$ cat config.mk
export PLATFORM = sky130hd
export DESIGN_NAME = program_loader
export DESIGN_NICKNAME = d
export VERILOG_FILES = /design/src/rtl/loader_pkg.sv /design/src/rtl/program_loader_word_packer.sv /design/src/rtl/program_loader.sv
export SDC_FILE = /design/constraint.sdc
export NUM_CORES = 1
export LEC_CHECK = 0
export CAP_MARGIN = 30
export CORE_UTILIZATION = 49
export DETAILED_ROUTE_END_ITERATION = 8
export PLACE_DENSITY = 0.77
export SYNTH_ARGS = -nofsm -noshare
export SYNTH_HDL_FRONTEND = slang
export SYNTH_HIERARCHICAL = 1
export SYNTH_SLANG_ARGS = --single-unit
$ cat constraint.sdc
create_clock -name clk -period 3.3 [get_ports clk]
set_input_delay 0.825 -clock clk [delete_from_list [all_inputs] [get_ports clk]]
set_output_delay 0.825 -clock clk [all_outputs]
set_load 0.005 [all_outputs]
$ cat src/rtl/loader_pkg.sv
// Shared types and constants for the boot-time program loader.
// Holds the loader state encoding, the default frame start byte and
// the widths of the frame fields.
package loader_pkg;

    typedef enum logic [2:0] {
        ST_IDLE,
        ST_COUNT,
        ST_DATA,
        ST_CHECK,
        ST_DONE,
        ST_ERROR
    } loader_state_e;

    localparam logic [7:0] MAGIC_DEFAULT  = 8'hA5;
    localparam int         BYTE_W         = 8;
    localparam int         WORD_W         = 32;
    localparam int         COUNT_W        = 8;
    localparam int         BYTES_PER_WORD = 4;

    // Byte address of word idx relative to a base; idx * 4 never exceeds
    // 10 bits, so the addition cannot wrap for any sane base.
    function automatic logic [WORD_W-1:0] word_addr(
        input logic [WORD_W-1:0]  base,
        input logic [COUNT_W-1:0] idx
    );
        return base + {{(WORD_W-COUNT_W-2){1'b0}}, idx, 2'b00};
    endfunction

endpackage

$ cat src/rtl/program_loader_word_packer.sv
// Assembles big-endian 32-bit words from a byte stream.
// The first three bytes of a word are held in a shift register; the
// fourth byte is combined combinationally so the caller can latch the
// complete word on the same edge that accepts its last byte.
module word_packer
    import loader_pkg::*;
(
    input  logic              clk,
    input  logic              rst,
    input  logic              clr,
    input  logic              byte_valid,
    input  logic [BYTE_W-1:0] byte_data,
    output logic              word_done,
    output logic [WORD_W-1:0] word
);

    localparam int POS_W = $clog2(BYTES_PER_WORD);
    localparam logic [POS_W-1:0] LAST_POS = POS_W'(BYTES_PER_WORD - 1);

    logic [POS_W-1:0]              byte_pos;
    logic [(WORD_W-BYTE_W)-1:0]    shift_q;

    // Track the byte position inside the word and shift in leading bytes.
    always_ff @(posedge clk) begin
        if (rst || clr) begin
            byte_pos <= '0;
            shift_q  <= '0;
        end else if (byte_valid) begin
            byte_pos <= byte_pos + 1'b1;
            shift_q  <= {shift_q[(WORD_W-2*BYTE_W)-1:0], byte_data};
        end
    end

    assign word_done = byte_valid && (byte_pos == LAST_POS);
    assign word      = {shift_q, byte_data};

endmodule

$ cat src/rtl/program_loader.sv
// Boot-time instruction loader in front of the single-cycle CPU.
// Parses frames of MAGIC, word count N, 4N big-endian data bytes and an
// XOR checksum byte, writes each completed word into the CPU instruction
// memory and releases the CPU from reset only after a frame checks out.
module program_loader
    import loader_pkg::*;
#(
    parameter logic [31:0] BASE_ADDR = 32'h0,
    parameter int          MAX_WORDS = 64,
    parameter logic [7:0]  MAGIC     = MAGIC_DEFAULT,
    parameter int          TIMEOUT   = 1_000_000
) (
    input  logic        clk,
    input  logic        rst,
    input  logic        rx_valid,
    input  logic [7:0]  rx_data,
    output logic        rx_ready,
    output logic        initialize,
    output logic [31:0] instruction_initialize_data,
    output logic [31:0] instruction_initialize_address,
    output logic        cpu_rst,
    output logic        done,
    output logic        error
);

    localparam int                  TMR_W    = $clog2(TIMEOUT + 1);
    localparam logic [TMR_W-1:0]    TMR_LAST = TMR_W'(TIMEOUT - 1);
    localparam logic [COUNT_W-1:0]  MAX_N    = COUNT_W'(MAX_WORDS);

    loader_state_e       state;
    loader_state_e       state_nxt;

    logic                rx_ready_q;
    logic                accept;
    logic                is_magic;
    logic                in_frame;
    logic                frame_start;
    logic                timeout_hit;
    logic                pack_valid;
    logic                word_done;
    logic                last_word;
    logic [WORD_W-1:0]   packed_word;
    logic [COUNT_W-1:0]  word_count;
    logic [COUNT_W-1:0]  word_idx;
    logic [BYTE_W-1:0]   csum;
    logic [TMR_W-1:0]    idle_cnt;

    assign rx_ready    = rx_ready_q;
    assign accept      = rx_valid && rx_ready_q;
    assign is_magic    = (rx_data == MAGIC);
    assign in_frame    = (state == ST_COUNT) || (state == ST_DATA) || (state == ST_CHECK);
    assign timeout_hit = in_frame && !accept && (idle_cnt == TMR_LAST);
    assign pack_valid  = accept && (state == ST_DATA);
    assign last_word   = (word_idx == (word_count - 1'b1));

    word_packer u_word_packer (
        .clk        (clk),
        .rst        (rst),
        .clr        (frame_start),
        .byte_valid (pack_valid),
        .byte_data  (rx_data),
        .word_done  (word_done),
        .word       (packed_word)
    );

    // State register.
    always_ff @(posedge clk) begin
        if (rst) begin
            state <= ST_IDLE;
        end else begin
            state <= state_nxt;
        end
    end

    // Next-state decode; a MAGIC byte restarts only from IDLE/DONE/ERROR,
    // inside DATA and CHECK it is ordinary payload.
    always_comb begin
        state_nxt   = state;
        frame_start = 1'b0;
        case (state)
            ST_IDLE, ST_DONE, ST_ERROR: begin
                if (accept && is_magic) begin
                    state_nxt   = ST_COUNT;
                    frame_start = 1'b1;
                end
            end
            ST_COUNT: begin
                if (accept) begin
                    if ((rx_data == '0) || (rx_data > MAX_N)) begin
                        state_nxt = ST_ERROR;
                    end else begin
                        state_nxt = ST_DATA;
                    end
                end else if (timeout_hit) begin
                    state_nxt = ST_ERROR;
                end
            end
            ST_DATA: begin
                if (accept) begin
                    if (word_done && last_word) begin
                        state_nxt = ST_CHECK;
                    end
                end else if (timeout_hit) begin
                    state_nxt = ST_ERROR;
                end
            end
            ST_CHECK: begin
                if (accept) begin
                    state_nxt = (rx_data == csum) ? ST_DONE : ST_ERROR;
                end else if (timeout_hit) begin
                    state_nxt = ST_ERROR;
                end
            end
            default: begin
                state_nxt = ST_IDLE;
            end
        endcase
    end

    // Frame bookkeeping: word count, index of the word being assembled,
    // running XOR of all data bytes.
    always_ff @(posedge clk) begin
        if (rst || frame_start) begin
            word_count <= '0;
            word_idx   <= '0;
            csum       <= '0;
        end else begin
            if ((state == ST_COUNT) && accept) begin
                word_count <= rx_data;
            end
            if (word_done) begin
                word_idx <= word_idx + 1'b1;
            end
            if (pack_valid) begin
                csum <= csum ^ rx_data;
            end
        end
    end

    // Idle-cycle counter inside a frame; any accepted byte restarts it.
    always_ff @(posedge clk) begin
        if (rst || accept || !in_frame) begin
            idle_cnt <= '0;
        end else begin
            idle_cnt <= idle_cnt + 1'b1;
        end
    end

    // Registered outputs toward the byte source and the CPU.
    always_ff @(posedge clk) begin
        if (rst) begin
            rx_ready_q                     <= 1'b0;
            initialize                     <= 1'b0;
            instruction_initialize_data    <= '0;
            instruction_initialize_address <= '0;
            cpu_rst                        <= 1'b1;
            done                           <= 1'b0;
            error                          <= 1'b0;
        end else begin
            rx_ready_q <= 1'b1;
            initialize <= word_done;
            if (word_done) begin
                instruction_initialize_data    <= packed_word;
                instruction_initialize_address <= word_addr(BASE_ADDR, word_idx);
            end
            cpu_rst <= (state_nxt != ST_DONE);
            done    <= (state_nxt == ST_DONE);
            error   <= (state_nxt == ST_ERROR);
        end
    end

endmodule

==> results of run 1 <==
path summary, 6_finish.rpt:
check / slack [ns] / from / end
setup / recovery: 0.75 / rx_data[0] / error
setup reg to reg: 1.23 / state[1] / instruction_initialize_data[11]
hold reg to reg: 0.46 / idle_cnt[0] / idle_cnt[0]
hold / removal: 0.46 / idle_cnt[0] / idle_cnt[0]
through the flow:
step | power, W | setup WS (ns) | utilization
after floorplan | 0.00153 | 0.123 | -
after global placement | 0.00154 | 0.279 | 0.555
after detailed placement | 0.00154 | 0.238 | 0.555
after CTS | 0.00343 | 0.763 | 0.615
after global routing | 0.00351 | 0.676 | 0.615
final | 0.00341 | 0.751 | 0.615
layout by cell type, fill, tap and decap left out, types with 2 or more instances in the layout:
cell type	n
a21oi_1	7
a32oi_1	2
and2_1	3
and2_2	2
and3_1	3
and4_1	3
buf_12	2
buf_4	13
bufinv_16	4
clkbuf_16	16
clkdlybuf4s50_1	55
clkinv_2	3
clkinv_4	4
clkinvlp_4	2
conb_1	24
dfxtp_1	118
ha_1	4
inv_1	6
inv_6	2
mux2i_1	74
nand2_1	25
nand2b_1	3
nand3_1	6
nand3b_1	2
nand4_1	9
nor2_1	114
nor2b_1	3
nor3_1	8
nor3b_1	2
nor4_1	3
nor4b_1	2
o21a_1	2
o21ai_0	7
o41ai_1	2
or2_1	2
or3_1	4
xnor2_1	14
xor2_1	33
final cells by class:
type	instances	area [sq um]	share of cell area
Clock inverter	15	203	0.0321
Sequential cell	118	2360	0.374
Inverter	6	22.5	0.00357
Multi-Input combinational cell	381	2460	0.389
Tap cell	136	170	0.0269
Clock buffer	17	414	0.0656
Timing Repair Buffer	70	688	0.109
flip-flops by register name, indices dropped and copies added, names as in the netlist, 2 cells and up:
name / flops
state: 3
u_word_packer/byte_pos: 2
instruction_initialize_data: 32
idle_cnt: 20
word_idx: 8
word_count: 8
u_word_packer/shift_q: 24
instruction_initialize_address: 8
csum: 8
power breakdown:
| part | total [W] | switching, W | internal (W) |
|---|---|---|---|
| Sequential | 0.00143 | 0.000000743 | 0.00143 |
| Clock | 0.00191 | 0.000678 | 0.00123 |
| Combinational | 0.0000798 | 0.0000495 | 0.0000303 |
| Total | 0.00341 | 0.000728 | 0.00269 |
worst register-to-register path: cells and delay by family, from the launching register on:
kind                   cells  cell delay [ns]
buffers and inverters      2             0.59
DFF                        1             0.45
muxes                      1             0.29
and+or+nand+nor            3             0.62
per-layer routing:
layer	part of all wire	vias up	wire (um)
met5	0	-	0
met3	0.044	29	458
met4	0.029	0	308
met2	0.48	92	5030
li1	-	1872	-
met1	0.45	1782	4710
logic make-up (layout without fill, tap and decap cells):
family | count (synthesis) | count (layout)
other | 1 | 24
AND/OR/NAND/NOR | 203 | 203
XOR/XNOR | 47 | 47
AO/OA/AOI/OAI | 29 | 29
adder cells (fa/ha/maj) | 4 | 4
multiplexers | 74 | 74
buffers and inverters | 63 | 108
flip-flops | 118 | 118
==> results.json, run 1 <==
{
  "tightest_slew_ns": 0.643,
  "ys.flop_type": "dfxtp_1",
  "grt_pass1_wl_um": 17800,
  "grt_use_total": 0.203,
  "row_count": 37,
  "synthSimpleGateAreaFrac": 0.184,
  "critPathMaxStageDelay_ns": 0.47,
  "setup_violations": 0,
  "ys_top_cells_by_area": "dfxtp_1 46%, mux2i_1 14%, nor2_1 8.3%",
  "via_count": 3775,
  "firstDrtPassIters": 4,
  "yosys-mux-area-fraction": 0.143,
  "worstSetupPathType": "primary input to flip-flop",
  "final.fill_count": 856,
  "nets": 609,
  "final_hold_viol_count": 0,
  "grt.overflow.total": 0,
  "clock_latency_ns": 0.51,
  "power.density_nw_per_um2": 541,
  "syn_area_per_cell_sq_um": 9.62,
  "n_antenna_cell": 0,
  "synth_xor_area_frac": 0.0794,
  "place_hpwl_um": 6860,
  "yosys-top-cells-count": "118 x dfxtp_1, 114 x nor2_1, 74 x mux2i_1, 33 x xor2_1, 32 x buf_4",
  "synth_top_family_by_area": "simple AND/OR/NAND/NOR gates",
  "clock-root-buffer": "clkbuf_8",
  "via_per_inst": 5.08,
  "met3_usage": 0.0518,
  "cp-end-kind": "flip-flop",
  "busiest_layer": "met2",
  "postLayoutCellArea_sq_um": 6320,
  "ff2ff_path_depth": 6,
  "synth-seq-area-share": 0.456,
  "clk_pin_slew_ns": 0.06,
  "drive_gt1_frac": 0.0972,
  "fin_crit_ns": 2.55,
  "cts-htree-levels": 4,
  "die_h_um": 105,
  "synth-adder-area-share": 0.00965,
  "wl_um": 10500,
  "pin_count": 80,
  "status": "finished clean",
  "cts_tree": "built",
  "path_buf_inv": 1,
  "final_max_slew_viol_count": 0,
  "io_buffers": 55,
  "final.period_utilization": 0.772,
  "yosys_warnings": 6,
  "fin_tns_setup_ns": 0,
  "p_leak_nw": 2.31,
  "startpoint_type": "primary input",
  "dieWidth_um": 105,
  "crit_arrival_ns": 2.92,
  "die_area_sq_um": 11000,
  "cp_num_cells": 7,
  "cts_sinks": 118,
  "postRouteAntennaNets": 0,
  "synth.most_common_cell": "dfxtp_1",
  "met1_usage": 0.240,
  "grt_pass1_vias": 3850,
  "timing.slew.headroom": 0.572,
  "postCtsHoldBufs": 0,
  "syn_area_sq_um": 5180,
  "placed_cells_incl_taps": 711,
  "crit_fanout": 4,
  "start_util": 0.504,
  "final_cells": 743,
  "ys_ff_latch": 118,
  "cts_resized": 0,
  "synth_top_area_cell": "dfxtp_1",
  "routedWlPerCell_um": 14.1,
  "use_met2": 0.342,
  "crit_chain": "clkdlybuf4s50_1 -> or3_1 -> o21a_1 -> o41a_2 -> a311o_1 -> o211a_2 -> nor3b_2",
  "rsz0062_at_grt": "no",
  "postCtsSetupBuffers": 0,
  "gp_congestion": 0.842,
  "antenna_found_initial": 0,
  "timing.hold.ws_ns": 0.464,
  "drcViolationCount": 0,
  "synthCells": 539,
  "cp.required_ns": 3.68,
  "fmax_mhz": 392,
  "holdPathStages": 1,
  "cp_slowest_cell": "clkdlybuf4s50_1",
  "finalClockSkew_ns": 0.00723,
  "fp.coreArea_sq_um": 10300,
  "detail_route.iter0.violations": 104,
  "grt_max_degree": 47,
  "synth.distinct_cells": 53,
  "ir_drop_mv": 0.322,
  "synth_edf_count": 0,
  "cts_buffers": 17,
  "hp-class": "flip-flop to flip-flop",
  "synth_compound_gate_area_share": 0.0386,
  "maxCapViolations": 0,
  "area_growth_pct": 21.8,
  "placed_area_sq_um": 5700,
  "cp_top_family": "compound AO/OA/AOI/OAI gates",
  "ys_async_sr_fraction": 0,
  "max-clock-path-buffers": 2,
  "synth_top_area_share": 0.456
}
(Power assumes the default switching activity.)
==> run 2, diff against run 1 <==
Clock period 3.3 ns to 2.3 ns, I/O delays scaled along.
==> results.json, run 2 (same netlist as run 1, synthesis figures left out) <==
{
  "status": "finished clean",
  "worstSetupPathType": "primary input to flip-flop",
  "die_h_um": 105,
  "top_regs": "instruction_initialize_data: 32 flops, u_word_packer/shift_q: 24 flops, idle_cnt: 20 flops",
  "nets": 615,
  "firstDrtPassIters": 4,
  "placed_cells_incl_taps": 717,
  "grt_use_total": 0.205,
  "detail_route.iter0.violations": 102,
  "crit_fanout": 4,
  "clock-root-buffer": "clkbuf_8",
  "gp_congestion": 0.821,
  "timing.slew.headroom": 0.603,
  "final_max_slew_viol_count": 0,
  "placed_area_sq_um": 5760,
  "row_count": 37,
  "tightest_slew_ns": 0.591,
  "timing.hold.ws_ns": 0.461,
  "fp.coreArea_sq_um": 10300,
  "wl_um": 10700,
  "antenna_found_initial": 0,
  "p_leak_nw": 2.35,
  "clock_latency_ns": 0.51,
  "fmax_mhz": 445,
  "postLayoutCellArea_sq_um": 6370,
  "finalClockSkew_ns": 0.00821,
  "postCtsSetupBuffers": 0,
  "drcViolationCount": 0,
  "place_hpwl_um": 7020,
  "setup_violations": 0,
  "final_common_cell": "dfxtp_1",
  "final_cells": 748,
  "max-clock-path-buffers": 2,
  "die_area_sq_um": 11000,
  "routedWlPerCell_um": 14.2,
  "cp.required_ns": 2.67,
  "cts_tree": "built",
  "dieWidth_um": 105,
  "clk_pin_slew_ns": 0.05,
  "via_per_inst": 5.13,
  "pin_count": 80,
  "final.fill_count": 805,
  "final_hold_viol_count": 0,
  "drive_gt1_frac": 0.111,
  "cts_buffers": 17,
  "grt_pass1_vias": 3788,
  "register_area_sq_um": 2360,
  "fin_crit_ns": 2.25,
  "final_cell_mix": "118 x dfxtp_1, 114 x nor2_1, 74 x mux2i_1, 52 x clkdlybuf4s50_1, 33 x xor2_1",
  "fin_tns_setup_ns": 0,
  "final.period_utilization": 0.978,
  "startpoint_type": "primary input",
  "maxCapViolations": 0,
  "via_count": 3835,
  "postRouteAntennaNets": 0,
  "regMostFlops": "instruction_initialize_data",
  "power.density_nw_per_um2": 747,
  "start_util": 0.504,
  "multiInputGateArea_sq_um": 2480,
  "ir_drop_mv": 0.450,
  "grt_max_degree": 36,
  "cts_sinks": 118,
  "area_growth_pct": 22.9,
  "grt_pass1_wl_um": 17900,
  "crit_arrival_ns": 2.62,
  "cts-htree-levels": 4,
  "largest_reg_flops": 32,
  "io_buffers": 55,
  "hp-class": "flip-flop to flip-flop",
  "cp-end-kind": "flip-flop",
  "grt.overflow.total": 0,
  "n_antenna_cell": 0
}
run 2: changes by cell type in the layout (fill, tap and decap cells not counted), sizes merged:
cell	delta
buf	+7
bufinv	-1
clkbuf	+2
clkdlybuf4s50	-3
dlymetal6s2s	+2
inv	-2
run 2: power by group:
part	total, W	switching [W]	internal [W]
clock network	0.00260	0.000926	0.00167
logic	0.000119	0.0000732	0.0000455
registers	0.00205	0.00000141	0.00205
run 2: final cells by class:
class                   instances  share of cell area
repair buffers                 76               0.117
flip-flops and latches        118               0.371
well taps                     136              0.0267
clock inverters                12              0.0244
clock buffers                  19              0.0678
multi-input cells             381               0.390
inverters                       6             0.00353
run 2: through the flow:
stage                     setup slack, ns  power [W]  utilization
after detailed placement           -0.496    0.00221        0.560
final                              0.0505    0.00476        0.620
after floorplan                   0.00599    0.00219            -
after global routing              -0.0306    0.00489        0.620
after global placement             -0.470    0.00221        0.560
after CTS                          0.0297    0.00480        0.617
run 2: path summary, 6_finish.rpt:
| check | startpoint | end | slack, ns | cells past startpoint |
|---|---|---|---|---|
| worst min register to register | idle_cnt[0] | idle_cnt[0] | 0.46 | 1 |
| worst min-delay path | idle_cnt[0] | idle_cnt[0] | 0.46 | 1 |
| worst max register to register | word_count[0] | done | 0.29 | 6 |
| worst max-delay path | rx_data[0] | cpu_rst | 0.05 | 7 |
run 2: worst max-delay path: stages:
cell and delay [ns]:
clkdlybuf4s50_1 0.47, or3_4 0.39, o21a_1 0.19, o41a_2 0.40, a211oi_2 0.21, o31a_1 0.27, o21ai_0 0.11
run 2: what timing repair did:
action	in CTS	in global routing
hold buffers	0	0
setup endpoints to repair	0	18
gates resized for setup	0	7
run 2: routing by layer:
metal	GRT usage	routed length, um	share of wire	up-vias
li1	-	-	-	1876
met1	0.244	4650	0.44	1815
met2	0.340	5200	0.49	117
met3	0.0574	519	0.049	27
met4	0.0996	295	0.028	0
met5	0	0	0	-
==> run 3, diff against run 2 <==
Settings changed: CTS_CLUSTER_DIAMETER set to 50, SKIP_LAST_GASP set to 1.
==> results of run 3 <==
Final layout, timing and power as in run 2 (identical DEF).
